## src/rtl/gpio_edge_irq.sv

```systemverilog
`default_nettype none
// ============================================================================
// gpio_edge_irq : per-bit debounce, rise/fall edge detect, sticky W1C pending
//                 flags and a single registered level interrupt.
// Revision      : 1.0
// ============================================================================
module gpio_edge_irq #(
    parameter int WIDTH_PORT = 8,
    parameter int DB_CYCLES  = 4,
    parameter int CNT_W      = $clog2(DB_CYCLES + 1)
) (
    input  logic                  clk_i,
    input  logic                  resetn_i,
    input  logic [WIDTH_PORT-1:0] gpi_i,
    input  logic [WIDTH_PORT-1:0] rise_en_i,
    input  logic [WIDTH_PORT-1:0] fall_en_i,
    input  logic [WIDTH_PORT-1:0] irq_en_i,
    input  logic                  clr_we_i,
    input  logic [WIDTH_PORT-1:0] clr_mask_i,
    output logic [WIDTH_PORT-1:0] db_level_o,
    output logic [WIDTH_PORT-1:0] pending_o,
    output logic                  irq_o
);

    localparam logic [CNT_W-1:0] C_CNT_MAX = CNT_W'(DB_CYCLES - 1);

    logic [WIDTH_PORT-1:0] db_level_d, db_level_q;
    logic [WIDTH_PORT-1:0] pending_d,  pending_q;
    logic                  irq_d,      irq_q;

    logic [WIDTH_PORT-1:0] w_accept;
    logic [WIDTH_PORT-1:0] w_rise;
    logic [WIDTH_PORT-1:0] w_fall;
    logic [WIDTH_PORT-1:0] w_set;
    logic [WIDTH_PORT-1:0] w_clr;

    // The counter tracks how many consecutive cycles the pin has disagreed
    // with the debounced level; agreement at any point restarts it.
    for (genvar b = 0; b < WIDTH_PORT; b++) begin : g_bit
        logic [CNT_W-1:0] cnt_d, cnt_q;
        logic             w_differs;

        assign w_differs   = gpi_i[b] ^ db_level_q[b];
        assign w_accept[b] = w_differs && (cnt_q == C_CNT_MAX);

        always_comb begin
            cnt_d = cnt_q;
            if (!w_differs || w_accept[b]) begin
                cnt_d = '0;
            end else begin
                cnt_d = cnt_q + CNT_W'(1);
            end
        end

        always_ff @(posedge clk_i or negedge resetn_i) begin
            if (!resetn_i) begin
                cnt_q <= '0;
            end else begin
                cnt_q <= cnt_d;
            end
        end
    end

    assign w_rise = w_accept &  gpi_i;
    assign w_fall = w_accept & ~gpi_i;
    assign w_set  = (w_rise & rise_en_i) | (w_fall & fall_en_i);
    assign w_clr  = clr_we_i ? clr_mask_i : '0;

    // Set dominates clear so an edge landing on a clear write is never lost.
    always_comb begin
        db_level_d = (db_level_q & ~w_accept) | (gpi_i & w_accept);
        pending_d  = w_set | (pending_q & ~w_clr);
        irq_d      = |(pending_q & irq_en_i);
    end

    always_ff @(posedge clk_i or negedge resetn_i) begin
        if (!resetn_i) begin
            db_level_q <= '0;
            pending_q  <= '0;
            irq_q      <= 1'b0;
        end else begin
            db_level_q <= db_level_d;
            pending_q  <= pending_d;
            irq_q      <= irq_d;
        end
    end

    assign db_level_o = db_level_q;
    assign pending_o  = pending_q;
    assign irq_o      = irq_q;

endmodule
`default_nettype wire

```

## config.mk

```make
export PLATFORM = sky130hd
export DESIGN_NAME = gpio_edge_irq
export DESIGN_NICKNAME = d
export VERILOG_FILES = /design/src/rtl/gpio_edge_irq.sv
export SDC_FILE = /design/constraint.sdc
export NUM_CORES = 1
export LEC_CHECK = 0
export BUFFER_PORTS_ARGS = -buffer_cell sky130_fd_sc_hd__buf_4
export CORE_AREA = 2 2 68 70
export CTS_BUF_LIST = sky130_fd_sc_hd__clkbuf_4 sky130_fd_sc_hd__clkbuf_8
export CTS_CLUSTER_DIAMETER = 200
export DETAILED_ROUTE_END_ITERATION = 10
export DIE_AREA = 0 0 70 72
export GPL_TIMING_DRIVEN = 1
export PLACE_DENSITY_LB_ADDON = 0.05
export SYNTH_ARGS = -nofsm -noshare
export SYNTH_HDL_FRONTEND = slang
export SYNTH_SLANG_ARGS = --single-unit
```

## constraint.sdc

```tcl
create_clock -name clk_i -period 1.5 [get_ports clk_i]
set_input_delay 0.15 -clock clk_i [delete_from_list [all_inputs] [get_ports clk_i]]
set_output_delay 0.15 -clock clk_i [all_outputs]
set_load 0.05 [all_outputs]
```

==> flow_metrics.env <==
export IMPL_status="finished clean"
export IMPL_antenna_cells=0
export IMPL_clock_sinks=41
export IMPL_power_leakage_uw=0.001214
export IMPL_relSlewSlack_pct=65.97
export IMPL_critPathLaunchType="register"
export IMPL_die_w_um=70
export IMPL_insertion_delay_ps=280
export IMPL_grt_pass1_wl_um=6520
export IMPL_grt_overflow=0
export IMPL_drc=0
export IMPL_final_cells=262
export IMPL_synth_top_area_share_pct=54.05
export IMPL_crit_type="reg2reg"
export IMPL_synth_common_cells="dfrtp_1 (41), ha_1 (16), nand4b_1 (16), nor3_1 (16)"
export IMPL_start_util_pct=44.51
export IMPL_drtIter0Drc=29
export IMPL_path_max_fanout=6
export IMPL_clkTransAtPathRegs_ps=70
export IMPL_synth_area_um2=1898
export IMPL_place_ws_ps=192.4
export IMPL_final_util_pct=58.69
export IMPL_track_usage_pct=16.48
export IMPL_fin_ws_ps=188.8
export IMPL_report_final_slew_viol_count=0
export IMPL_cp_end_kind="register"
export IMPL_ff2ff_setup_slack_ps=190
export IMPL_rsz0062_at_grt="no"
export IMPL_antenna_found_initial=0
export IMPL_num_vias=1359
export IMPL_dp_cells=253
export IMPL_wl_um=3721
export IMPL_grt_pass1_vias=1504
export IMPL_numPortBuffers=59
export IMPL_total_power_uw=4468
export IMPL_setup_viol=0
export IMPL_grt_max_degree=42
export IMPL_tns_ps=0
export IMPL_worstPathRequired_ps=1670
export IMPL_synth_edff_count=0
export IMPL_postCtsHoldBufs=1
export IMPL_fin_crit_ps=1311
export IMPL_powerDensity_nw_per_um2=1786
export IMPL_ys_types=13
export IMPL_core_region_area_um2=4264
export IMPL_die_h_um=72
export IMPL_synth_seq_cells=41
export IMPL_synth_avg_cell_area_um2=13.27
export IMPL_yosysSeqAreaShare_pct=54.05
export IMPL_cts_root_buf="clkbuf_8"
export IMPL_post_cts_resized=0
export IMPL_place_hpwl_um=2881
export IMPL_synthTopCellsByArea="dfrtp_1 (54%), ha_1 (11%), nand4b_1 (7.4%)"
export IMPL_syn_num_nets=202
export IMPL_gp_congestion=0.7754
export IMPL_post_drt_wl_per_cell_um=14.20
export IMPL_ant_nets=0
export IMPL_skew_ps=3.062
export IMPL_fill_cells=367
export IMPL_crit_arrival_ps=1480
export IMPL_cts_buffers=5
export IMPL_synth_most_common_cell="dfrtp_1"
export IMPL_synthArstFlopShare_pct=100.0
export IMPL_yosysTopAreaCell="dfrtp_1"
export IMPL_fmax_ghz=0.7626
export IMPL_vias_per_cell=5.187
export IMPL_drive_gt1_share_pct=39.52
export IMPL_holdCritPathClass="in2reg"
export IMPL_drt_pass1_iter_count=2
export IMPL_syn_inst=143
export IMPL_max_slew_worst_pin_slew_ps=510.5
export IMPL_ir_worst_vdd_uv=793.3
export IMPL_synth_warnings=0
export IMPL_fp_row_count=24
export IMPL_cts_setup_buffers=0
export IMPL_finalHoldViolCount=0
export IMPL_htreeDepth=2
export IMPL_synth_ff_type="dfrtp_1"
export IMPL_syn2layout_area_growth_pct=31.84
export IMPL_drv_cap=0
export IMPL_post_route_period_util_pct=87.42
export IMPL_fin_nets=268
export IMPL_clock_path_buffers=2
export IMPL_io_pins=60
export IMPL_cts_tree="yes"
export IMPL_dieArea_um2=5040
## layout by cell type, fill, tap and decap left out
cell           instances
mux2_1                 8
nand4b_1              16
nor3_1                16
xnor2_1                8
inv_1                  8
clkbuf_8               5
dfrtp_1               41
nand3_1                8
buf_4                 59
clkbuf_4               3
nor3b_2                8
a22oi_1                4
dlygate4sd3_1          1
nand4_1                1
a21bo_2                8
ha_1                  16
## worst max-delay path: stages, from the launching register on
cell     delay (ps)
dfrtp_1         390
ha_1            210
ha_1            270
mux2_1          330
## stage by stage
stage | hold slack [ps] | instance area (µm²)
2_1_floorplan | -145.6 | 1898
4_1_cts | 102.1 | 2502
3_3_place_gp | 150.1 | 2401
5_1_grt | 98.62 | 2502
6_report | 98.73 | 2502
3_5_place_dp | 161.6 | 2401
## metal layers
| layer | wire length (µm) | vias up | global-route usage (%) |
|---|---|---|---|
| li1 | - | 661 | - |
| met1 | 1500 | 655 | 18.82 |
| met2 | 1972 | 38 | 29.10 |
| met3 | 208 | 5 | 5.833 |
| met4 | 40 | 0 | 5.342 |
| met5 | 0 | - | 0 |
## kinds of logic (layout without fill, tap and decap cells)
| logic type | Yosys count | after routing | synth area share (%) |
|---|---|---|---|
| AOI/OAI and AO/OA | 12 | 12 | 5.801 |
| xor gates and xnor gates | 8 | 8 | 3.692 |
| adders and majority gates | 16 | 16 | 10.55 |
| buffers and inverters | 9 | 76 | 1.846 |
| DFF | 41 | 41 | 54.05 |
| muxes | 8 | 8 | 4.746 |
| and+or+nand+nor | 49 | 49 | 19.31 |
## cell type report
type                    instances  area [µm²]  area share (%)
inverters                       8       30.03           1.200
clock buffers                   8       91.34           3.650
repair buffers                 60       452.9           18.10
well taps                      52       65.06           2.600
flip-flops and latches         41        1026           41.00
multi-input cells              93       837.1           33.45
## path summary, 6_finish.rpt
check | startpoint | endpoint | depth (start not counted)
hold reg to reg | g_bit[1].cnt_q[0] | g_bit[1].cnt_q[0] | 1
setup / recovery | g_bit[6].cnt_q[0] | register | 3
hold / removal | irq_en_i[2] | irq_o | 3
setup reg to reg | g_bit[6].cnt_q[0] | register | 3
min in group asynchronous | resetn_i | g_bit[3].cnt_q[1] | 2
max in group asynchronous | resetn_i | pending_o[5] | 2
## report_power, final
part | internal (µW) | switching [µW]
Clock | 385 | 338
Sequential | 1500 | 281
Combinational | 821 | 1140
Note: power is estimated with default switching activity, not from simulation.
